==> config.mk <==
export PLATFORM = sky130hd
export DESIGN_NAME = rr_merge_node
export DESIGN_NICKNAME = d
export VERILOG_FILES = /design/src/rtl/noc_pkg.sv /design/src/rtl/noc_fifo.sv /design/src/rtl/rr_merge_node.sv
export SDC_FILE = /design/constraint.sdc
export NUM_CORES = 1
export LEC_CHECK = 0
export CORE_MARGIN = 5
export CORE_UTILIZATION = 60
export CTS_CLUSTER_SIZE = 28
export DETAILED_ROUTE_END_ITERATION = 16
export HOLD_SLACK_MARGIN = 0.06
export PLACE_DENSITY = 0.79
export SYNTH_ARGS = -nofsm -noshare
export SYNTH_HDL_FRONTEND = slang
export SYNTH_SLANG_ARGS = --single-unit
==> constraint.sdc <==
create_clock -name clk -period 4.3 [get_ports clk]
set_input_delay 0.645 -clock clk [delete_from_list [all_inputs] [get_ports clk]]
set_output_delay 0.645 -clock clk [all_outputs]
set_load 0.05 [all_outputs]
==> src/rtl/noc_pkg.sv <==
// Shared flit layout for the multiplier-to-adder reduction NoC.
// Holds the flit-width helper, the default field positions and the flit/grant types.
package noc_pkg;

  function automatic int flit_w(input int log_n_add, input int bit_width, input int val_bit);
    return val_bit + log_n_add + bit_width;
  endfunction

  localparam int LOG_N_ADD      = 6;
  localparam int BIT_WIDTH      = 16;
  localparam int VAL_BIT        = 1;
  localparam int LOG_BUFFER_LEN = 3;

  localparam int FLIT_W    = flit_w(LOG_N_ADD, BIT_WIDTH, VAL_BIT);
  localparam int VALID_POS = FLIT_W - 1;
  localparam int DEST_MSB  = FLIT_W - 2;
  localparam int DEST_LSB  = BIT_WIDTH;
  localparam int DATA_MSB  = BIT_WIDTH - 1;

  typedef struct packed {
    logic                 valid;
    logic [LOG_N_ADD-1:0] dest;
    logic [BIT_WIDTH-1:0] data;
  } flit_t;

  typedef enum logic {
    GRANT_1 = 1'b0,
    GRANT_2 = 1'b1
  } grant_e;

endpackage

==> src/rtl/noc_fifo.sv <==
// Circular flit FIFO; head is the registered read slot, a push is visible one cycle later.
// Backpressure: full decodes the registered count only, so a same-cycle pop never admits a push.
module noc_fifo #(
  parameter int W         = 23,
  parameter int log_depth = 3
) (
  input  logic         clk,
  input  logic         rst,
  input  logic         push,
  input  logic         pop,
  input  logic [W-1:0] din,
  output logic [W-1:0] head,
  output logic         empty,
  output logic         full
);

  localparam int DEPTH = 2 ** log_depth;

  logic [W-1:0]         mem [DEPTH];
  logic [log_depth-1:0] rd_ptr;
  logic [log_depth-1:0] wr_ptr;
  logic [log_depth:0]   count;
  logic                 do_push;
  logic                 do_pop;

  assign full    = (count == (log_depth + 1)'(DEPTH));
  assign empty   = (count == '0);
  assign do_push = push && !full;
  assign do_pop  = pop && !empty;
  assign head    = mem[rd_ptr];

  always_ff @(posedge clk or negedge rst) begin
    if (!rst) begin
      rd_ptr <= '0;
      wr_ptr <= '0;
      count  <= '0;
    end else begin
      if (do_push) wr_ptr <= wr_ptr + 1'b1;
      if (do_pop)  rd_ptr <= rd_ptr + 1'b1;
      case ({do_push, do_pop})
        2'b10:   count <= count + 1'b1;
        2'b01:   count <= count - 1'b1;
        default: count <= count;
      endcase
    end
  end

  // Storage carries no reset; pointers and count alone define what is buffered.
  always_ff @(posedge clk) begin
    if (do_push) mem[wr_ptr] <= din;
  end

endmodule

==> src/rtl/rr_merge_node.sv <==
// 2:1 round-robin flit merge with per-input FIFOs and a registered output toward the root.
// Latency: push edge t -> out after edge t+1; out holds and FIFOs stall while full_out blocks it.
module rr_merge_node
  import noc_pkg::*;
#(
  parameter  int log_n_add      = 6,
  parameter  int bit_width      = 16,
  parameter  int val_bit        = 1,
  parameter  int log_buffer_len = 3,
  localparam int W              = flit_w(log_n_add, bit_width, val_bit)
) (
  input  logic         clk,
  input  logic         rst,
  input  logic [W-1:0] in_1,
  input  logic [W-1:0] in_2,
  output logic         full_1,
  output logic         full_2,
  output logic [W-1:0] out,
  input  logic         full_out,
  output logic         ovf
);

  logic [W-1:0] head_1, head_2;
  logic         empty_1, empty_2;
  logic         push_1, push_2;
  logic         pop_1, pop_2;
  logic         win_1, win_2;
  logic         ld;
  grant_e       last_grant;

  assign push_1 = in_1[W-1] && !full_1;
  assign push_2 = in_2[W-1] && !full_2;
  assign ld     = !out[W-1] || !full_out;
  assign pop_1  = ld && win_1;
  assign pop_2  = ld && win_2;

  noc_fifo #(.W(W), .log_depth(log_buffer_len)) u_fifo_1 (
    .clk   (clk),
    .rst   (rst),
    .push  (push_1),
    .pop   (pop_1),
    .din   (in_1),
    .head  (head_1),
    .empty (empty_1),
    .full  (full_1)
  );

  noc_fifo #(.W(W), .log_depth(log_buffer_len)) u_fifo_2 (
    .clk   (clk),
    .rst   (rst),
    .push  (push_2),
    .pop   (pop_2),
    .din   (in_2),
    .head  (head_2),
    .empty (empty_2),
    .full  (full_2)
  );

  // Under contention the input that did not win last time goes first.
  always_comb begin
    win_1 = 1'b0;
    win_2 = 1'b0;
    if (!empty_1 && !empty_2) begin
      win_1 = (last_grant == GRANT_2);
      win_2 = (last_grant == GRANT_1);
    end else begin
      win_1 = !empty_1;
      win_2 = !empty_2;
    end
  end

  always_ff @(posedge clk or negedge rst) begin
    if (!rst) begin
      out        <= '0;
      last_grant <= GRANT_2;
      ovf        <= 1'b0;
    end else begin
      if ((in_1[W-1] && full_1) || (in_2[W-1] && full_2)) ovf <= 1'b1;
      if (ld) begin
        if (win_1) begin
          out        <= head_1;
          last_grant <= GRANT_1;
        end else if (win_2) begin
          out        <= head_2;
          last_grant <= GRANT_2;
        end else begin
          out <= '0;
        end
      end
    end
  end

endmodule

==> flow_summary_export.csv <==
group,metric,value,unit
clock_tree,clkTransAtPathRegs,60,ps
final_layout,flow.area_growth_from_synthesis,15.42,%
final_layout,post_route_cells_drive_above_1_share,21.12,%
logic_synthesis,synth-seq-cells,413,
logic_synthesis,post_synth_instance_area,16160,um^2
timing,clock.fmax,0.3083,GHz
logic_synthesis,synthDistinctLibCells,45,
logic_synthesis,synth_ff_type,"sky130_fd_sc_hd__edfxtp_1",
setup_path,start_kind,"flop",
floorplan,number_of_ports_placed_on_the_die_boundary,75,
final_layout,layout_commonest_cell,"sky130_fd_sc_hd__edfxtp_1",
global_routing,first_global_vias,8013,
clock_tree,clock_tree_from_tritoncts,"done",
logic_synthesis,synth_cells,737,
timing,grt_setup_unrepaired,"no",
logic_synthesis,synth.net_count,796,
place,placement.cell_area,17330,um^2
place,port_buffers,74,
clock_tree,insertion_delay_of_the_later_clocked_pin_in_the_worst_skew_pair,520,ps
route,detail_route.wirelength,31.53,mm
floorplan,die_area,30310,um^2
final_layout,post-route-cell-area,18650,um^2
place,detailed_place_hpwl,18.60,mm
timing,max_slew_headroom_at_the_worst_pin,19.92,%
timing,hold_ws,304.1,ps
logic_synthesis,xor_xnor_share_of_the_synthesized_area,0.9214,%
status,status,"complete, no violations",
logic_synthesis,post_synth_and_or_nand_nor_area_fraction,2.424,%
setup_path,crit_path_max_fanout,6,
final_layout,layout.nets,903,
logic_synthesis,synthMuxAreaShare,16.77,%
route,vias_after_detailed_routing,7501,
final_layout,mostFrequentLayoutCells,"sky130_fd_sc_hd__edfxtp_1 (368), sky130_fd_sc_hd__clkdlybuf4s50_1 (73), sky130_fd_sc_hd__mux4_2 (57), sky130_fd_sc_hd__mux2i_1 (45), sky130_fd_sc_hd__clkbuf_16 (43)",
pwr,power.leakage,6.330,nW
clock_tree,postCtsSetupBuffers,0,
clock_tree,cts_hold_buffers,0,
floorplan,vert_die_dim,174.1,um
timing,worst_slack,1056,ps
logic_synthesis,synth_top_family_by_area,"multiplexers",
timing,worstMarginPinSlew,1201,ps
hold_path,worst_hold_path_type,"primary input to async pin",
global_routing,antenna_found_initial,1,
clock_tree,post_cts.resized_instances,0,
place,pre_cts_worst_setup_slack,1112,ps
run,max_cap_violations,0,
logic_synthesis,number_of_enable_flip_flop_cells_after_synthesis,368,
global_routing,grt_first_pass_wirelength,48.60,mm
pwr,cellPowerDensity,706.2,nW/um^2
setup_path,worst_setup_path_end_kind,"output pin",
logic_synthesis,fraction_of_the_mapped_netlist_area_in_compound_gates,2.168,%
route,route.detailed.drc,0,
logic_synthesis,async_flop_share,10.90,%
route,routed_via_density,6.158,
clock_tree,cts_htree_levels,2,
logic_synthesis,postSynthAreaPerCell,21.93,um^2
timing,final-hold-violation-count,0,
global_routing,grtUsageTotal,21.16,%
timing,timing.final.max_slew_violations,0,
logic_synthesis,ys_seq_area_share,75.36,%
place,gp_congestion,0.8330,
setup_path,worst-setup-path-type,"flop to output pin",
logic_synthesis,ys_warn_count,0,
route,drt_first_iter_violations,563,
pwr,vdd.ir_drop.worst,429.7,uV
global_routing,grt-ovfl-total,0,
route,postRouteAntennaNets,0,
floorplan,rows,60,
floorplan,floorplan.die.width,174.1,um
route,wl_per_cell,25.89,um
logic_synthesis,synth_fa_ha_area_share,0.7743,%
clock_tree,clock-sinks,413,
timing,setup_viol,0,
clock_tree,cts_buffer_depth,3,
global_routing,grt_start_max_net_pins,48,
floorplan,core_area,26730,um^2
route,drtPass1Iterations,5,
timing,setup_total_negative_slack,0,ps
setup_path,worst-endpoint-required,3650,ps
timing,timing.final.crit_share,75.44,%
setup_path,worst-r2r-setup-slack,1190,ps
timing,final.setup_skew,10.32,ps
timing,timing.final.crit_period,3244,ps
setup_path,arrival,2600,ps
floorplan,floorplan.initialDensity,60.46,%
clock_tree,clock-root-buffer,"sky130_fd_sc_hd__clkbuf_16",
pwr,power.total,13.17,mW
clock_tree,cts_made_buffers,41,
==> worst max-delay path, stage by stage, from the launching register on <==
cell and delay, ps:
sky130_fd_sc_hd__dfrtp_1 470, sky130_fd_sc_hd__nor4b_1 670, sky130_fd_sc_hd__clkdlybuf4s50_1 940
==> kinds of logic (layout without fill, tap and decap cells) <==
group	count (synthesis)	in the layout
AND/OR/NAND/NOR	80	80
flip-flops	413	413
multiplexers	142	142
adder cells (fa/ha/maj)	10	10
buffers and inverters	39	178
other	0	1
AO/OA/AOI/OAI	36	36
XOR/XNOR	17	17
==> layout make-up <==
| cell class | instances | area, um^2 |
|---|---|---|
| Tap cell | 341 | 426.7 |
| Clock buffer | 54 | 1137 |
| Sequential cell | 413 | 12180 |
| Multi-Input combinational cell | 285 | 3785 |
| Fill cell | 1595 | 8074 |
| Clock inverter | 21 | 183.9 |
| Antenna cell | 1 | 2.502 |
| Timing Repair Buffer | 98 | 915.9 |
| Inverter | 5 | 18.77 |
==> flip-flops by register name, summed over array words and instances, names as in the netlist <==
signal / cells
u_fifo_1.rd_ptr: 3
u_fifo_1.mem: 184
u_fifo_1.count: 4
ovf: 1
last_grant: 1
u_fifo_2.rd_ptr: 3
u_fifo_1.wr_ptr: 3
out: 23
u_fifo_2.mem: 184
u_fifo_2.count: 4
u_fifo_2.wr_ptr: 3
==> metal layers <==
metal  GRT usage, %  wire [um]
met3          3.784       1776
met2          36.06      16320
met1          29.02      12790
met4          5.180        641
met5              0          0
==> through the flow <==
| stage | instances | util [%] |
|---|---|---|
| after floorplan | 737 | - |
| after global placement | 1142 | 64.84 |
| after detailed placement | 1142 | 64.84 |
| after CTS | 1217 | 69.78 |
| after global routing | 1218 | 69.79 |
| final | 1218 | 69.79 |
==> power by group <==
group	total [mW]	internal (mW)	switching, mW
sequential	5.76	5.14	0.620
clock	3.47	2.05	1.42
combinational	3.94	1.78	2.16
total	13.2	8.97	4.20
==> cells in the mapped netlist, types with 2 or more instances <==
library cell | instances | area (um^2)
sky130_fd_sc_hd__edfxtp_1 | 368 | 11050
sky130_fd_sc_hd__buf_2 | 10 | 50.05
sky130_fd_sc_hd__o221ai_2 | 10 | 150.1
sky130_fd_sc_hd__nor3_1 | 6 | 30.03
sky130_fd_sc_hd__inv_2 | 2 | 7.510
sky130_fd_sc_hd__nor2_1 | 14 | 52.55
sky130_fd_sc_hd__mux4_1 | 35 | 919.6
sky130_fd_sc_hd__mux2_2 | 4 | 45.04
sky130_fd_sc_hd__ha_1 | 10 | 125.1
sky130_fd_sc_hd__o221ai_1 | 12 | 105.1
sky130_fd_sc_hd__mux4_2 | 57 | 1284
sky130_fd_sc_hd__nor4b_1 | 2 | 17.52
sky130_fd_sc_hd__dfrtp_1 | 44 | 1101
sky130_fd_sc_hd__inv_1 | 3 | 11.26
sky130_fd_sc_hd__o21ai_0 | 4 | 20.02
sky130_fd_sc_hd__buf_8 | 2 | 30.03
sky130_fd_sc_hd__a21oi_1 | 4 | 20.02
sky130_fd_sc_hd__nand2b_1 | 6 | 37.54
sky130_fd_sc_hd__mux2i_1 | 45 | 450.4
sky130_fd_sc_hd__nor2b_1 | 3 | 18.77
sky130_fd_sc_hd__buf_4 | 3 | 22.52
sky130_fd_sc_hd__xnor2_1 | 7 | 61.31
sky130_fd_sc_hd__buf_1 | 5 | 18.77
sky130_fd_sc_hd__nand3b_1 | 2 | 15.01
sky130_fd_sc_hd__xor2_1 | 10 | 87.58
sky130_fd_sc_hd__clkbuf_8 | 4 | 55.05
sky130_fd_sc_hd__clkbuf_1 | 7 | 26.28
sky130_fd_sc_hd__nand2_1 | 39 | 146.4
sky130_fd_sc_hd__buf_6 | 3 | 33.78
==> worst paths after layout <==
kind | from | end | cells past startpoint
worst max-delay path | u_fifo_2.count[2] | full_2 | 2
worst min-delay path | rst | u_fifo_1.wr_ptr[0] | 1
worst max register to register | u_fifo_1.count[1] | u_fifo_2.count[2] | 11
worst min register to register | ovf | ovf | 1
max in group asynchronous | rst | u_fifo_1.rd_ptr[0] | 1
min in group clk | ovf | ovf | 1
Note: power is estimated with default switching activity, not from simulation.
